[src/rtl/turn_switch_conditioner.sv]
// rtl/turn_switch_conditioner.sv - synchronise, debounce and arbitrate the right/left turn switches
// Produces mutually exclusive turn requests with a sticky conflict state for the tail-light sequencer.
module turn_switch_conditioner #(
    parameter int DEBOUNCE_CYCLES = 500000,
    parameter int CNT_W           = 20
) (
    input  logic       clk,
    input  logic       rst,
    input  logic       sw0,
    input  logic       sw1,
    output logic       right_req,
    output logic       left_req,
    output logic       conflict,
    output logic       req_change,
    output logic [1:0] state_o
);

    typedef enum logic [1:0] {
        IDLE     = 2'b00,
        RIGHT    = 2'b01,
        LEFT     = 2'b10,
        CONFLICT = 2'b11
    } state_t;

    localparam logic [CNT_W-1:0] CNT_LAST = CNT_W'(DEBOUNCE_CYCLES - 1);

    logic [1:0]       sync_meta;
    logic [1:0]       sync_q;
    logic [1:0]       deb;
    logic [CNT_W-1:0] cnt [2];
    state_t           state;
    state_t           state_nxt;

    always_ff @(posedge clk or negedge rst) begin
        if (!rst) begin
            sync_meta <= '0;
            sync_q    <= '0;
        end else begin
            sync_meta <= {sw1, sw0};
            sync_q    <= sync_meta;
        end
    end

    // Any sample that agrees with the accepted value restarts the stability count.
    always_ff @(posedge clk or negedge rst) begin
        if (!rst) begin
            deb <= '0;
            for (int i = 0; i < 2; i++) cnt[i] <= '0;
        end else begin
            for (int i = 0; i < 2; i++) begin
                if (sync_q[i] != deb[i]) begin
                    if (cnt[i] == CNT_LAST) begin
                        deb[i] <= sync_q[i];
                        cnt[i] <= '0;
                    end else begin
                        cnt[i] <= cnt[i] + 1'b1;
                    end
                end else begin
                    cnt[i] <= '0;
                end
            end
        end
    end

    always_comb begin
        state_nxt = state;
        case (state)
            IDLE, RIGHT, LEFT: begin
                if (deb[0] && deb[1]) state_nxt = CONFLICT;
                else if (deb[0])      state_nxt = RIGHT;
                else if (deb[1])      state_nxt = LEFT;
                else                  state_nxt = IDLE;
            end
            CONFLICT: begin
                // Releasing only one switch keeps the error latched.
                if (!deb[0] && !deb[1]) state_nxt = IDLE;
            end
            default: state_nxt = IDLE;
        endcase
    end

    always_ff @(posedge clk or negedge rst) begin
        if (!rst) begin
            state      <= IDLE;
            right_req  <= 1'b0;
            left_req   <= 1'b0;
            conflict   <= 1'b0;
            req_change <= 1'b0;
        end else begin
            state      <= state_nxt;
            right_req  <= (state_nxt == RIGHT);
            left_req   <= (state_nxt == LEFT);
            conflict   <= (state_nxt == CONFLICT);
            req_change <= (state_nxt != state);
        end
    end

    assign state_o = state;

endmodule
[config.mk]
export PLATFORM = sky130hd
export DESIGN_NAME = turn_switch_conditioner
export DESIGN_NICKNAME = d
export VERILOG_FILES = /design/src/rtl/turn_switch_conditioner.sv
export SDC_FILE = /design/constraint.sdc
export NUM_CORES = 1
export LEC_CHECK = 0
export CORE_MARGIN = 10
export CORE_UTILIZATION = 53
export CTS_BUF_LIST = sky130_fd_sc_hd__clkbuf_8
export DETAILED_ROUTE_END_ITERATION = 12
export DONT_BUFFER_PORTS = 1
export PLACE_DENSITY_LB_ADDON = 0.15
export SLEW_MARGIN = 20
export SYNTH_ARGS = -nofsm -noshare
export SYNTH_HDL_FRONTEND = slang
export SYNTH_SLANG_ARGS = --single-unit
[constraint.sdc]
create_clock -name clk -period 2.8 [get_ports clk]
set_clock_uncertainty 0.2 [all_clocks]
set_input_delay 0.42 -clock clk [delete_from_list [all_inputs] [get_ports clk]]
set_output_delay 0.42 -clock clk [all_outputs]
set_load 0.02 [all_outputs]
## Yosys cells after proc, flatten, opt, wreduce, memory -nomap -nowiden

Index checks and enable logic that the tools add are counted.
W data, S select, Z words.

| word-level totals | value |
|---|---|
| flip-flop bits (word level) | 52 |
| bits of input ports | 4 |
| output and inout bits | 6 |
| word-level logic and storage cells | 41 |

| operators by class | value |
|---|---|
| add/sub/neg operators | 2 |
| eq/ne operators | 11 |
| muxes and demuxes | 9 |
| reduce and logical (&&, ||, !) cells | 8 |

Operators with widths:

| kind | number |
|---|---|
| $mux W20 | 4 |
| $add A20 B1 Y20 const B | 2 |
| $eq A20 B19 Y1 const B | 2 |
| $eq A2 B2 Y1 const B | 4 |
| $mux W2 | 4 |
| $eq A2 B1 Y1 const B | 2 |
| $pmux W2 S2 | 1 |
| $reduce_and A2 Y1 | 2 |
| $reduce_or A3 Y1 | 1 |
| $logic_and A1 B1 Y1 | 2 |
| $logic_not A1 Y1 | 2 |
| $logic_not A2 Y1 | 1 |
| $ne A1 B1 Y1 | 2 |
| $ne A2 B2 Y1 | 1 |

## Logic depth before layout (Yosys ltp)

Gate-level depths: netlist of run 1.

| depth | value |
|---|---|
| depth in word-level cells | 5 |
| gate-level depth with buffers | 6 |
| mapped depth without buffers | 5 |

## Least setup slack after synthesis of run 1

Ideal clock, no wire load.

| timing | value |
|---|---|
| kind | reg-to-reg |
| from | register cnt[20] (netlist name) |
| to | register deb[0] |
| data arrival time | 1788 ps |
| data required time | 2475 ps |
| path slack | 688 ps |
| stages on the path, launching flop included | 6 |
| path buffers | 0 |
| period minus slack after synthesis | 2112 ps |
| path through | dfrtp_1 > ha_1 > nand4_2 > or4_1 > nor2_1 > mux2_2 |

| on the way | value |
|---|---|
| longest elaborated chain between the ends | 2 |

Ends and longest elaborated chain:

| item | line | RTL |
|---|---|---|
| start, declared | 30 | `logic [CNT_W-1:0] cnt [2];` |
| start signal, assigned by index | 56 | `cnt[i] <= cnt[i] + 1'b1;` |
| $eq A20 B19 Y1 | 52 | `if (cnt[i] == CNT_LAST) begin` |
| $reduce_and A2 Y1 (no line) | - |  |
| end signal, assigned by index | 53 | `deb[i] <= sync_q[i];` |
| end, declared | 29 | `logic [1:0] deb;` |

No other way between the ends.
A chain may end at the register's enable or synchronous reset.

## Worst setup path after layout of run 1

Same ends and word-level chain as after synthesis.

==> results of run 1 <==
==> routing by layer <==
| layer | track usage | up-vias | wire, microns |
|---|---|---|---|
| li1 | - | 870 | - |
| met1 | 0.184 | 838 | 2350 |
| met2 | 0.161 | 32 | 1690 |
| met3 | 0.0344 | 6 | 238 |
| met4 | 0.0571 | 0 | 78 |
| met5 | 0 | - | 0 |
==> timing repair <==
action                                 CTS  global route
resized for setup                        0             0
hold buffers                             4             0
setup endpoints to repair                0             0
endpoints found under the hold margin   54             0
==> state kept, by name, summed over array words and instances (netlist names) <==
signal / flops
conflict: 1
sync_q: 2
sync_meta: 2
cnt: 40
left_req: 1
deb: 2
state_o: 2
req_change: 1
right_req: 1
==> cell usage after synthesis (all sizes together) <==
library cell and count:
a211oi 1, a21oi 5, a31o 1, a31oi 1, and2 1, and4 1
buf 2, clkbuf 2, dfrtp 52, ha 2, inv 14, mux2 3
mux2i 2, nand2 11, nand2b 1, nand3 15, nand4 13, nor2 47
nor3 10, nor4 13, nor4b 3, o211ai 1, o21ai 3, o21bai 2
or3 3, or4 3, or4b 1, xnor2 27, xor2 5
==> cell families after synthesis <==
family	Yosys count
simple gates	122
flops	52
xor+xnor	32
buf+inv	18
compound gates	14
mux	5
fa+ha+maj	2
==> final cells by class <==
cell class                 instances  area, sq um
inverter                          14         52.6
multi-input combinational        175         1080
fill                             374         1750
sequential                        52         1300
clock buffer                       6         82.6
timing repair buffer               6         72.6
clock inverter                     2         11.3
tap                               52         65.1
==> per-stage QoR <==
stage	hold WS (ns)	util	setup WS [ns]	cells
2_1_floorplan	-0.0756	-	0.688	245
3_3_place_gp	-0.0734	0.570	0.595	295
3_5_place_dp	-0.0734	0.570	0.540	295
4_1_cts	0.157	0.604	0.523	307
5_1_grt	0.171	0.604	0.425	307
6_report	0.153	0.604	0.540	307
==> path summary, 6_finish.rpt <==
kind / to / cells past startpoint
worst max-delay path: deb[0] / 5
worst min-delay path: sync_q[0] / 0
worst max register to register: deb[0] / 5
worst min register to register: sync_q[0] / 0
max in group asynchronous: cnt[27] / 2
min in group asynchronous: cnt[30] / 2
==> power groups by stage <==
stage	logic (uW)	clock network (uW)	registers [uW]
floorplan	23.6	0	784
global route	57.8	484	772
finish	49.0	440	770
detailed placement	27.8	0	786
global placement	28.1	0	785
CTS	51.5	456	771
==> critical path: stages, from the launching register on <==
cell and delay (ns):
sky130_fd_sc_hd__dfrtp_1 0.42, sky130_fd_sc_hd__ha_1 0.25, sky130_fd_sc_hd__nand4_2 0.21, sky130_fd_sc_hd__or4_1 0.49, sky130_fd_sc_hd__nor2_1 0.23, sky130_fd_sc_hd__mux2_2 0.36
==> key figures, run 1 <==
Yosys
  – Area fraction in compound gates after synthesis: 0.0407
  – Synthesized netlist net count: 251
  – Largest family of logic cells by synthesized area: simple AND/OR/NAND/NOR gates
  – Multiplexer fraction of the synthesized cell area: 0.0219
  – Yosys top cell area share: 0.529
  – Yosys warning total: 0
  – Ranking of synthesized cells by area: sky130_fd_sc_hd__dfrtp_1 53%, sky130_fd_sc_hd__xnor2_1 9.6%, sky130_fd_sc_hd__nor2_1 7.2%
  – Sequential area share after synthesis: 0.529
  – XOR/XNOR Fraction of Synth Area: 0.114
  – Adder-cell area share of the yosys netlist: 0.0102
  – Number of synthesized register bits: 52
  – Cell type with the highest aggregate area in the netlist: sky130_fd_sc_hd__dfrtp_1
  – Number of distinct library cells after synthesis: 34
  – Combined area of all synthesized cells: 2460 sq um
  – Post-Synthesis Cells: 245
  – Share of synthesized cell area in and, or, nand and nor gates: 0.253
  – Mean post-synth cell area: 10.0 sq um

Power and ir drop
  – Switching share of total power: 0.225
  – Pleak: 0.00103 uW
  – Overall Power: 1260 uW
  – Reg power frac: 0.612
  – Fraction of power consumed by the clock network: 0.349
  – Part of the power in combinational logic: 0.039
  – Switching power: 283 uW
  – Int Pwr: 976 uW
  – Maximum vdd ir drop: 464 uV
  – Power density over the cells: 472 nW/um^2

Clock network
  – Clock-pin slew on the worst setup and hold paths: 0.09 ns
  – Sink Count: 52
  – Worst-Skew Late Latency: 0.30 ns
  – TritonCTS clock tree: built
  – Clock tree root buffer cell: sky130_fd_sc_hd__clkbuf_8
  – Maximum clock insertion buffer count: 2
  – Post-CTS setup buffer count: 0
  – Inserted Clock Buffers: 5
  – # H-tree levels: 2

Status
  – Status: complete, no violations

Route
  – Vias post-DR: 1746
  – Detail-routed net length per standard cell: 14.2 microns
  – Detailed-route DRC error count: 0
  – Per-cell via count in the routed design: 5.69
  – Initial DRC count: 150
  – Post-DRT Antenna Nets: 0
  – Wire length after detailed routing: 4.36 mm
  – Drt pass-1 iters: 4

Timing
  – Hold Violations, Final: 0
  – Worst-Margin Slew: 0.588 ns
  – Final worst path period share: 0.807
  – Max-slew headroom at the worst pin: 0.605
  – Final period demand of the worst path: 2.26 ns
  – Fmax: 0.442 GHz
  – Setup repair after global routing missed its margin: no
  – Total setup violations reported at the end of the flow: 0
  – Number of max-slew violations in the final report: 0
  – Total negative slack: 0 ns

Global route
  – Via count of the first global-routing pass: 1603
  – Combined global-route utilization of all metal layers: 0.124
  – Final global-route overflow total: 0
  – First-pass GRT wire length: 7.71 mm
  – Largest net degree at the start of global routing: 53
  – Number of antenna violations at the first check in global routing: 0

Finish
  – Layout overhead on the synthesized area: 8.45%
  – Leading cell types in the layout, fill and taps excluded: 52 x sky130_fd_sc_hd__dfrtp_1, 47 x sky130_fd_sc_hd__nor2_1, 27 x sky130_fd_sc_hd__xnor2_1
  – Most common cell after layout, fill and taps aside: sky130_fd_sc_hd__dfrtp_1
  – Fraction of layout instances using a drive strength above 1: 0.0745
  – Net total in the final layout: 260
  – Post-route cell area: 2670 sq um
  – Total inserted antenna cells: 0

Placed design
  – Area post-placement: 2510 sq um
  – Detailed Place HPWL: 2.94 mm
  – Count of port buffers added during placement: 0
  – Final weighted congestion of routability-driven global placement: 0.834

Setup path
  – Startpoint of the most critical register-to-register path: cnt[20]
  – Kind of critical path: register to register
  – Nature of the critical path startpoint: register
  – Register-to-register path setup slack: 0.54 ns
  – Nature of the critical path endpoint: register
  – Critical Path RT: 2.79 ns
  – Max FO, Critical Path: 7
  – Launch point of the critical path: cnt[20]
  – Data arrival time of the critical path: 2.26 ns

Min path
  – Hold/Removal Path Class: register to register
  – HP Start: sync_meta[0]

Job
  – Max_cap viols: 0

Floorplanning
  – Y dimension of the die: 88.1 microns
  – Die Area: 7760 sq um
  – Area of the core: 4410 sq um
  – Count of boundary I/O pins: 10
  – Width of the die: 88.1 microns
  – Initial cell density of the core: 0.557
  – Rows: 24
(Power assumes the default switching activity.)
==> inputs of run 2 (changes only) <==
==> constraint.sdc (replaced) <==
create_clock -name clk -period 2 [get_ports clk]
set_clock_uncertainty 0.2 [all_clocks]
set_input_delay 0.3 -clock clk [delete_from_list [all_inputs] [get_ports clk]]
set_output_delay 0.3 -clock clk [all_outputs]
set_load 0.02 [all_outputs]
==> run 2 against run 1 <==
Compared with the run above: the run now ends with negative setup slack left; maximum frequency grew 13%; final cell count grew 8.1%; critical path depth down 1; critical path type unchanged; critical endpoint is now deb[1]; largest power group unchanged.
==> key figures, run 2 (same netlist as run 1, synthesis figures left out) <==
Status
  – Status: finished, violations left (was complete, no violations)
  – Violations in the final reports: negative setup slack

Setup path
  – Cell-by-cell trace of the critical path: or4b_1 -> or3_4 -> nor2_4 -> mux2_4 (was ha_1 -> nand4_2 -> or4_1 -> nor2_1 -> mux2_2)
  – Startpoint of the most critical register-to-register path: cnt[9] (was cnt[20])
  – Worst Setup EP: deb[1] (was deb[0])
  – Cell with the largest stage delay on the worst path: sky130_fd_sc_hd__or4b_1 (was sky130_fd_sc_hd__or4_1)
  – Max FO, Critical Path: 2 (was 7)
  – Critical Path RT: 1.99 ns (was 2.79 ns)
  – Worst Reg-to-Reg Cells: 4 (was 5)
  – Launch point of the critical path: cnt[9] (was cnt[20])
  – Delay of the slowest critical-path stage: 0.52 ns (was 0.49 ns)
  – Nature of the critical path startpoint: register (unchanged)
  – Register-to-register path setup slack: -0.007 ns (was 0.54 ns)
  – Nature of the critical path endpoint: register (unchanged)
  – Data arrival time of the critical path: 2.00 ns (was 2.26 ns)
  – Worst flop-to-flop path endpoint: deb[1] (was deb[0])
  – Kind of critical path: register to register (unchanged)

Route
  – Drt pass-1 iters: 4 (unchanged)
  – Detailed-route DRC error count: 0 (unchanged)
  – Vias post-DR: 1837 (was 1746)
  – Post-DRT Antenna Nets: 0 (unchanged)
  – Per-cell via count in the routed design: 5.53 (was 5.69)
  – Detail-routed net length per standard cell: 14.4 microns (was 14.2 microns)
  – Initial DRC count: 62 (was 150)
  – Wire length after detailed routing: 4.78 mm (was 4.36 mm)

Timing
  – Hold Violations, Final: 0 (unchanged)
  – Final worst path period share: 1.00 (was 0.807)
  – Max-slew headroom at the worst pin: 0.731 (was 0.605)
  – Total negative slack: -0.00674 ns (was 0 ns)
  – Final period demand of the worst path: 2.01 ns (was 2.26 ns)
  – Total setup violations reported at the end of the flow: 1 (was 0)
  – Worst hold margin: 0.165 ns (was 0.153 ns)
  – Number of max-slew violations in the final report: 0 (unchanged)
  – Least setup slack across all paths after layout: -0.00674 ns (was 0.540 ns)
  – Setup repair after global routing missed its margin: yes (was no)
  – Worst-Margin Slew: 0.400 ns (was 0.588 ns)
  – Fmax: 0.498 GHz (was 0.442 GHz)

Clock network
  – Inserted Clock Buffers: 5 (unchanged)
  – Clock-pin slew on the worst setup and hold paths: 0.09 ns (about the same)
  – Worst-Skew Late Latency: 0.30 ns (about the same)
  – Maximum clock insertion buffer count: 2 (unchanged)
  – Clock tree root buffer cell: sky130_fd_sc_hd__clkbuf_8 (unchanged)
  – # H-tree levels: 2 (unchanged)
  – Sink Count: 52 (unchanged)
  – TritonCTS clock tree: built (unchanged)

Global route
  – First-pass GRT wire length: 8.41 mm (was 7.71 mm)
  – Largest net degree at the start of global routing: 53 (unchanged)
  – Combined global-route utilization of all metal layers: 0.133 (was 0.124)
  – Via count of the first global-routing pass: 1781 (was 1603)
  – Final global-route overflow total: 0 (unchanged)
  – Met1 Resource Use GR: 0.192 (was 0.184)
  – Most used routing layer: met2 (was met1)
  – Global-route met3 utilization: 0.0306 (was 0.0344)
  – Number of antenna violations at the first check in global routing: 0 (unchanged)
  – Met2 Track Usage GR: 0.195 (was 0.161)

Finish
  – Fraction of layout instances using a drive strength above 1: 0.204 (was 0.0745)
  – Post-route cell area: 3000 sq um (was 2670 sq um)
  – Most flops, register: cnt (unchanged)
  – Total inserted antenna cells: 0 (unchanged)
  – Net total in the final layout: 285 (was 260)
  – Most common cell after layout, fill and taps aside: sky130_fd_sc_hd__dfrtp_1 (unchanged)
  – Leading cell types in the layout, fill and taps excluded: 50 x sky130_fd_sc_hd__dfrtp_1, 45 x sky130_fd_sc_hd__nor2_1, 27 x sky130_fd_sc_hd__xnor2_1 (was 52 x sky130_fd_sc_hd__dfrtp_1, 47 x sky130_fd_sc_hd__nor2_1, 27 x sky130_fd_sc_hd__xnor2_1)
  – Layout overhead on the synthesized area: 21.9% (was 8.45%)
  – Flip-flop count of the largest register, all copies and words added: 40 (unchanged)

Job
  – Max_cap viols: 0 (unchanged)

Floorplanning
  – Rows: 24 (unchanged)
  – Width of the die: 88.1 microns (unchanged)
  – Area of the core: 4410 sq um (unchanged)
  – Die Area: 7760 sq um (unchanged)
  – Count of boundary I/O pins: 10 (unchanged)
  – Initial cell density of the core: 0.557 (unchanged)
  – Y dimension of the die: 88.1 microns (unchanged)

Min path
  – Hold/Removal Path Class: register to register (unchanged)
  – HP Start: sync_meta[1] (was sync_meta[0])

Placed design
  – Final weighted congestion of routability-driven global placement: 0.826 (was 0.834)
  – Area post-placement: 2750 sq um (was 2510 sq um)
  – Detailed Place HPWL: 3.27 mm (was 2.94 mm)
  – Count of port buffers added during placement: 0 (unchanged)

Power and ir drop
  – Power density over the cells: 629 nW/um^2 (was 472 nW/um^2)
  – Maximum vdd ir drop: 421 uV (was 464 uV)
  – Overall Power: 1880 uW (was 1260 uW)
  – Pleak: 0.00119 uW (was 0.00103 uW)
-- run 2: changes by cell type in the layout (fill, tap and decap cells not counted), sizes merged --
cell and delta:
buf +25, bufinv +1, clkbuf -1, clkinv +1
inv -1
-- run 2: repair_timing --
item,4_1_cts,5_1_grt
hold buffers,4,0
setup buffers,0,4
pin swaps,0,9
gates cloned,0,0
endpoints found under the setup margin,2,23
hold endpoints to repair,54,0
resized for setup,2,9
-- run 2: worst min path at each step --
stage | endpoint | depth (start not counted)
2_1_floorplan | cnt[0] | 0
3_3_place_gp | cnt[33] | 0
5_1_grt | sync_q[1] | 0
6_report | sync_q[1] | 0
3_5_place_dp | cnt[33] | 0
4_1_cts | sync_q[1] | 0
-- run 2: area by class of cell --
class                           count  area [sq um]
Timing Repair Buffer               31           289
Inverter                           14          52.6
Clock buffer                        5          68.8
Sequential cell                    52          1300
Clock inverter                      3          42.5
Tap cell                           52          65.1
Fill cell                         340          1420
Multi-Input combinational cell    175          1180
-- run 2: per-stage QoR --
| step | utilization | std cells | setup WS (ns) |
|---|---|---|---|
| after global placement | 0.622 | 316 | 0.0377 |
| after CTS | 0.663 | 328 | -0.00964 |
| after global routing | 0.679 | 332 | -0.0813 |
| final | 0.679 | 332 | -0.00674 |
| after detailed placement | 0.622 | 316 | 0.0150 |
| after floorplan | - | 245 | -0.0113 |
-- run 2: worst max-delay path: cells and delay by family (launching register included) --
| family | cells | cell delay (ns) |
|---|---|---|
| flops | 1 | 0.39 |
| mux | 1 | 0.29 |
| simple gates | 3 | 1.02 |
-- run 2: where the power goes --
part | switching [uW] | total (uW) | internal [uW]
logic | 51.9 | 96.0 | 44.1
registers | 13.2 | 1080 | 1060
clock network | 340 | 711 | 370
-- run 2: layer usage --
| metal | vias to the layer above | wire, microns | part of all wire |
|---|---|---|---|
| met5 | - | 0 | 0 |
| met2 | 28 | 2160 | 0.45 |
| li1 | 912 | - | - |
| met3 | 6 | 174 | 0.036 |
| met1 | 891 | 2390 | 0.50 |
| met4 | 0 | 57 | 0.012 |
